--- src/rtl/cpu_pkg.sv ---
// Shared definitions for the multi-cycle CPU.
//   mbu_state_t : memory bus unit FSM state encoding
//   WORD_W      : datapath word width
package cpu_pkg;

    localparam int WORD_W = 32;

    typedef enum logic [1:0] {
        MBU_IDLE = 2'd0,
        MBU_BUSY = 2'd1,
        MBU_DONE = 2'd2
    } mbu_state_t;

endpackage

--- src/rtl/mem_bus_unit.sv ---
// Memory-side stage of the multi-cycle CPU. It takes the controller's
// MemRead/MemWrite/IRWrite/IorD strobes, runs one req/ack access against a
// variable-latency memory and captures read data into IR or MDR. mem_stall
// holds the controller while an access is pending.
//
// Ports
//   clk, reset                   clock, synchronous active-low reset
//   MemRead, MemWrite            controller strobes (level)
//   IRWrite                      read destination: 1 = IR, 0 = MDR
//   IorD                         address select: 0 = PC, 1 = ALUOut
//   PC, ALUOut, WriteData        address sources and store data
//   mem_stall                    controller must hold state while high
//   Instruction, MemData         IR and MDR contents
//   bus_err                      sticky error (conflict, misalignment, timeout)
//   mem_req/we/addr/wdata        registered memory request
//   mem_rdata, mem_ack           memory response (ack is a one-cycle pulse)
module mem_bus_unit
    import cpu_pkg::*;
#(
    parameter int TIMEOUT = 16,
    parameter int CNT_W   = 5
) (
    input  logic              clk,
    input  logic              reset,
    input  logic              MemRead,
    input  logic              MemWrite,
    input  logic              IRWrite,
    input  logic              IorD,
    input  logic [WORD_W-1:0] PC,
    input  logic [WORD_W-1:0] ALUOut,
    input  logic [WORD_W-1:0] WriteData,
    output logic              mem_stall,
    output logic [WORD_W-1:0] Instruction,
    output logic [WORD_W-1:0] MemData,
    output logic              bus_err,
    output logic              mem_req,
    output logic              mem_we,
    output logic [WORD_W-1:0] mem_addr,
    output logic [WORD_W-1:0] mem_wdata,
    input  logic [WORD_W-1:0] mem_rdata,
    input  logic              mem_ack
);

    mbu_state_t        state_reg, state_next;
    logic [CNT_W-1:0]  cnt_reg;
    logic              dst_reg;

    logic              command;
    logic              conflict;
    logic              aligned;
    logic              issue;
    logic              timeout_hit;
    logic [WORD_W-1:0] sel_addr;

    assign command     = MemRead ^ MemWrite;
    assign conflict    = MemRead & MemWrite;
    assign sel_addr    = IorD ? ALUOut : PC;
    assign aligned     = (sel_addr[1:0] == 2'b00);
    assign issue       = command & aligned;
    assign timeout_hit = (cnt_reg == CNT_W'(TIMEOUT - 1));

    // Combinational so the controller freezes in the very cycle it issues.
    assign mem_stall = ((state_reg == MBU_IDLE) & issue) | (state_reg == MBU_BUSY);

    // FSM state register
    always_ff @(posedge clk) begin
        if (!reset) begin
            state_reg <= MBU_IDLE;
        end else begin
            state_reg <= state_next;
        end
    end

    // FSM next-state logic
    always_comb begin
        state_next = state_reg;
        case (state_reg)
            MBU_IDLE: if (issue) state_next = MBU_BUSY;
            MBU_BUSY: if (mem_ack || timeout_hit) state_next = MBU_DONE;
            MBU_DONE: state_next = MBU_IDLE;
            default:  state_next = MBU_IDLE;
        endcase
    end

    // Datapath registers: request outputs, timeout counter, IR/MDR, error flag.
    always_ff @(posedge clk) begin
        if (!reset) begin
            mem_req     <= 1'b0;
            mem_we      <= 1'b0;
            mem_addr    <= '0;
            mem_wdata   <= '0;
            dst_reg     <= 1'b0;
            cnt_reg     <= '0;
            Instruction <= '0;
            MemData     <= '0;
            bus_err     <= 1'b0;
        end else begin
            case (state_reg)
                MBU_IDLE: begin
                    if (conflict || (command && !aligned)) begin
                        bus_err <= 1'b1;
                    end else if (issue) begin
                        mem_req   <= 1'b1;
                        mem_we    <= MemWrite;
                        mem_addr  <= sel_addr;
                        mem_wdata <= WriteData;
                        dst_reg   <= IRWrite;
                        cnt_reg   <= '0;
                    end
                end
                MBU_BUSY: begin
                    cnt_reg <= cnt_reg + 1'b1;
                    if (mem_ack) begin
                        mem_req <= 1'b0;
                        mem_we  <= 1'b0;
                        if (!mem_we) begin
                            if (dst_reg) Instruction <= mem_rdata;
                            else         MemData     <= mem_rdata;
                        end
                    end else if (timeout_hit) begin
                        mem_req <= 1'b0;
                        mem_we  <= 1'b0;
                        bus_err <= 1'b1;
                    end
                end
                MBU_DONE: begin
                    cnt_reg <= '0;
                end
                default: begin
                    cnt_reg <= '0;
                end
            endcase
        end
    end

endmodule

--- config.mk ---
export PLATFORM = sky130hd
export DESIGN_NAME = mem_bus_unit
export DESIGN_NICKNAME = d
export VERILOG_FILES = /design/src/rtl/cpu_pkg.sv /design/src/rtl/mem_bus_unit.sv
export SDC_FILE = /design/constraint.sdc
export NUM_CORES = 1
export LEC_CHECK = 0
export BUFFER_PORTS_ARGS = -buffer_cell sky130_fd_sc_hd__buf_2
export CAP_MARGIN = 40
export CELL_PAD_IN_SITES_DETAIL_PLACEMENT = 1
export CELL_PAD_IN_SITES_GLOBAL_PLACEMENT = 1
export CORE_MARGIN = 8
export CORE_UTILIZATION = 34
export DETAILED_ROUTE_END_ITERATION = 7
export PLACE_DENSITY = 0.89
export SETUP_SLACK_MARGIN = 0.5
export SLEW_MARGIN = 10
export SYNTH_ARGS = -nofsm -noshare
export SYNTH_HDL_FRONTEND = slang
export SYNTH_SLANG_ARGS = --single-unit
--- constraint.sdc ---
create_clock -name clk -period 1.7 [get_ports clk]
set_input_delay 0.255 -clock clk [delete_from_list [all_inputs] [get_ports clk]]
set_output_delay 0.255 -clock clk [all_outputs]
set_load 0.02 [all_outputs]
==> flow_metrics.tcl <==
set metrics [dict create \
    grt_use_total_pct 18.9 \
    route.vias.total 6018 \
    drive_above_1_share_pct 61.3 \
    gp_congestion 0.737 \
    cts_root_buf "clkbuf_16" \
    netlist_area_sq_um 5770 \
    setup_total_negative_slack_ns 0 \
    synthCells 627 \
    crit_chain "and2b_4 -> or4b_4 -> buf_12 -> nand2_2 -> a21boi_2" \
    grt_pass1_vias 6091 \
    rsz0062_at_grt "true" \
    final-hold-violation-count 0 \
    fin_crit_sh_pct 96.0 \
    clock_path_buffers 2 \
    startpoint "state_reg[1]$_SDFFE_PN0P_" \
    die_area_sq_um 21400 \
    syn-num-nets 765 \
    fmaxAchievable_ghz 0.612 \
    slew_headroom_pct 68.1 \
    area_growth_pct 70.0 \
    core_area_sq_um 16600 \
    powerDensity_nw_per_um2 865 \
    num_rows 47 \
    fin_crit_ns 1.63 \
    die_x_um 146 \
    synth_common_cells "164 x nand2_1, 139 x dfxtp_1, 69 x nand3_1, 31 x o211a_1" \
    cts_buffers 17 \
    synth-seq-cells 139 \
    synth_edf_count 0 \
    critPathSlowestCell "or4b_4" \
    die_h_um 146 \
    drt_iter0_drc 177 \
    htreeDepth 4 \
    synthArstFlopShare_pct 0 \
    yosys-top-cells-area "dfxtp_1 48%, nand2_1 11%, nand3_1 6.0%, o211a_1 5.4%, mux2i_1 5.2%" \
    worstSetupPathType "reg -> reg" \
    overflow 0 \
    path_clk_slew_ns 0.07 \
    status "completed" \
    fin_nets 1071 \
    num_antenna_cells 0 \
    synth_ff_type "dfxtp_1" \
    fin_util_pct 59.2 \
    seq_area_frac_synth_pct 48.2 \
    hold_start "WriteData[14]" \
    arrival_ns 1.93 \
    finalMaxSlewViolations 0 \
    yosys.area.top_type "dfxtp_1" \
    critPathMaxStageDelay_ns 0.56 \
    clkSinkCount 139 \
    hold_class "in -> reg" \
    first_pass_iters 4 \
    final-setup-viol-count 0 \
    antenna_left 0 \
    io_buffer_count 266 \
    ios 267 \
    worst-path-max-fanout 16 \
    leakagePower_nw 4.76 \
    grt_max_degree 89 \
    worstSetupEndpointType "flop" \
    ir_drop_mv 0.704 \
    wl_per_cell_um 22.5 \
    dpl.hpwl_um 14200 \
    crit_required_ns 2.00 \
    maxCapViolations 0 \
    cts_hold_buf 0 \
    yosys_warnings 0 \
    critPathLaunchType "flop" \
    antenna_found_initial 1 \
    worst_pin_slew_ns 0.476 \
    clk_latency_ns 0.42 \
    skew_ns 0.00941 \
    avgViaCountPerCell 5.16 \
    post-synth-top-count-cell "nand2_1" \
    yosysUniqueCellTypes 45 \
    post-route-drc-count 0 \
    cts_tree "done" \
    start_util_pct 34.8 \
    grt_pass1_wl_um 32600 \
    reg2reg_from "state_reg[1]$_SDFFE_PN0P_" \
    syn_avg_cell_area_sq_um 9.21 \
    synth_top_area_share_pct 48.2 \
    wirelength_um 26200 \
]
## final timing paths
| check | slack (ns) | end | cells after the start |
|---|---|---|---|
| worst max-delay path | 0.07 | MemData[27]$_SDFFE_PN0P_ | 5 |
| worst min-delay path | 0.04 | mem_wdata[14]$_SDFFE_PN0P_ | 3 |
| worst max register to register | 0.07 | MemData[27]$_SDFFE_PN0P_ | 5 |
| worst min register to register | 0.45 | mem_wdata[3]$_SDFFE_PN0P_ | 2 |
## routing by layer
layer	up-vias	wire, um	global-route usage, %
met5	-	12	0
met4	2	677	7.37
met3	48	2210	8.25
met2	276	13700	32.0
met1	2933	9650	20.5
li1	2759	-	-
## power by group
part	switching, W	internal (W)	total [W]
sequential	0.0000683	0.00335	0.00342
combinational	0.000604	0.000562	0.00117
clock	0.00154	0.00236	0.00390
total	0.00221	0.00628	0.00849
## cell type report
class                           count  area, sq um
Clock buffer                       19          443
Clock inverter                     13          165
Fill cell                        1804         6770
Inverter                            3         13.8
Multi-Input combinational cell    435         3320
Sequential cell                   139         2870
Tap cell                          220          275
Timing Repair Buffer              337         2720
## stage by stage
| step | hold WS, ns | setup slack (ns) | cells | cell area, sq um | total power, W |
|---|---|---|---|---|---|
| finish | 0.0384 | 0.0672 | 1166 | 9810 | 0.00849 |
| global route | 0.0404 | 0.0122 | 1166 | 9810 | 0.00877 |
| CTS | 0.0366 | 0.0982 | 1129 | 8520 | 0.00823 |
| detailed placement | 0.439 | -0.00651 | 1077 | 7370 | 0.00431 |
| global placement | 0.433 | 0.0575 | 1077 | 7370 | 0.00429 |
| floorplan | 0.375 | 0.161 | 627 | 5890 | 0.00394 |
## repair_timing
item	4_1_cts	5_1_grt
resized for setup	106	270
pin swaps	32	53
setup buffers	15	24
setup endpoints to repair	181	239
cloned	5	13
## placed cells by master (no fill, tap or decap), types with 5 or more instances in the layout
| cell | count |
|---|---|
| a21boi_1 | 22 |
| a21boi_2 | 42 |
| buf_12 | 12 |
| buf_16 | 5 |
| buf_2 | 150 |
| buf_4 | 120 |
| buf_6 | 37 |
| clkbuf_16 | 26 |
| dfxtp_1 | 80 |
| dfxtp_2 | 53 |
| dfxtp_4 | 6 |
| mux2i_1 | 30 |
| nand2_1 | 134 |
| nand2_2 | 25 |
| nand2_4 | 34 |
| nand3_1 | 46 |
| nand3_2 | 22 |
| o211a_1 | 30 |
## critical path, delay by kind of cell (launching register included)
kind | cells | cell delay [ns]
and+or+nand+nor | 3 | 0.90
DFF | 1 | 0.35
buffers and inverters | 1 | 0.20
AOI/OAI and AO/OA | 1 | 0.05
## kinds of logic (layout without fill, tap and decap cells)
| kind of cell | Yosys count | in the layout | share of synthesized area [%] |
|---|---|---|---|
| buf+inv | 53 | 372 | 5.20 |
| mux | 30 | 30 | 5.20 |
| fa+ha+maj | 3 | 3 | 0.650 |
| compound gates | 112 | 112 | 17.5 |
| flops | 139 | 139 | 48.2 |
| simple gates | 290 | 290 | 23.2 |
(Power assumes the default switching activity.)
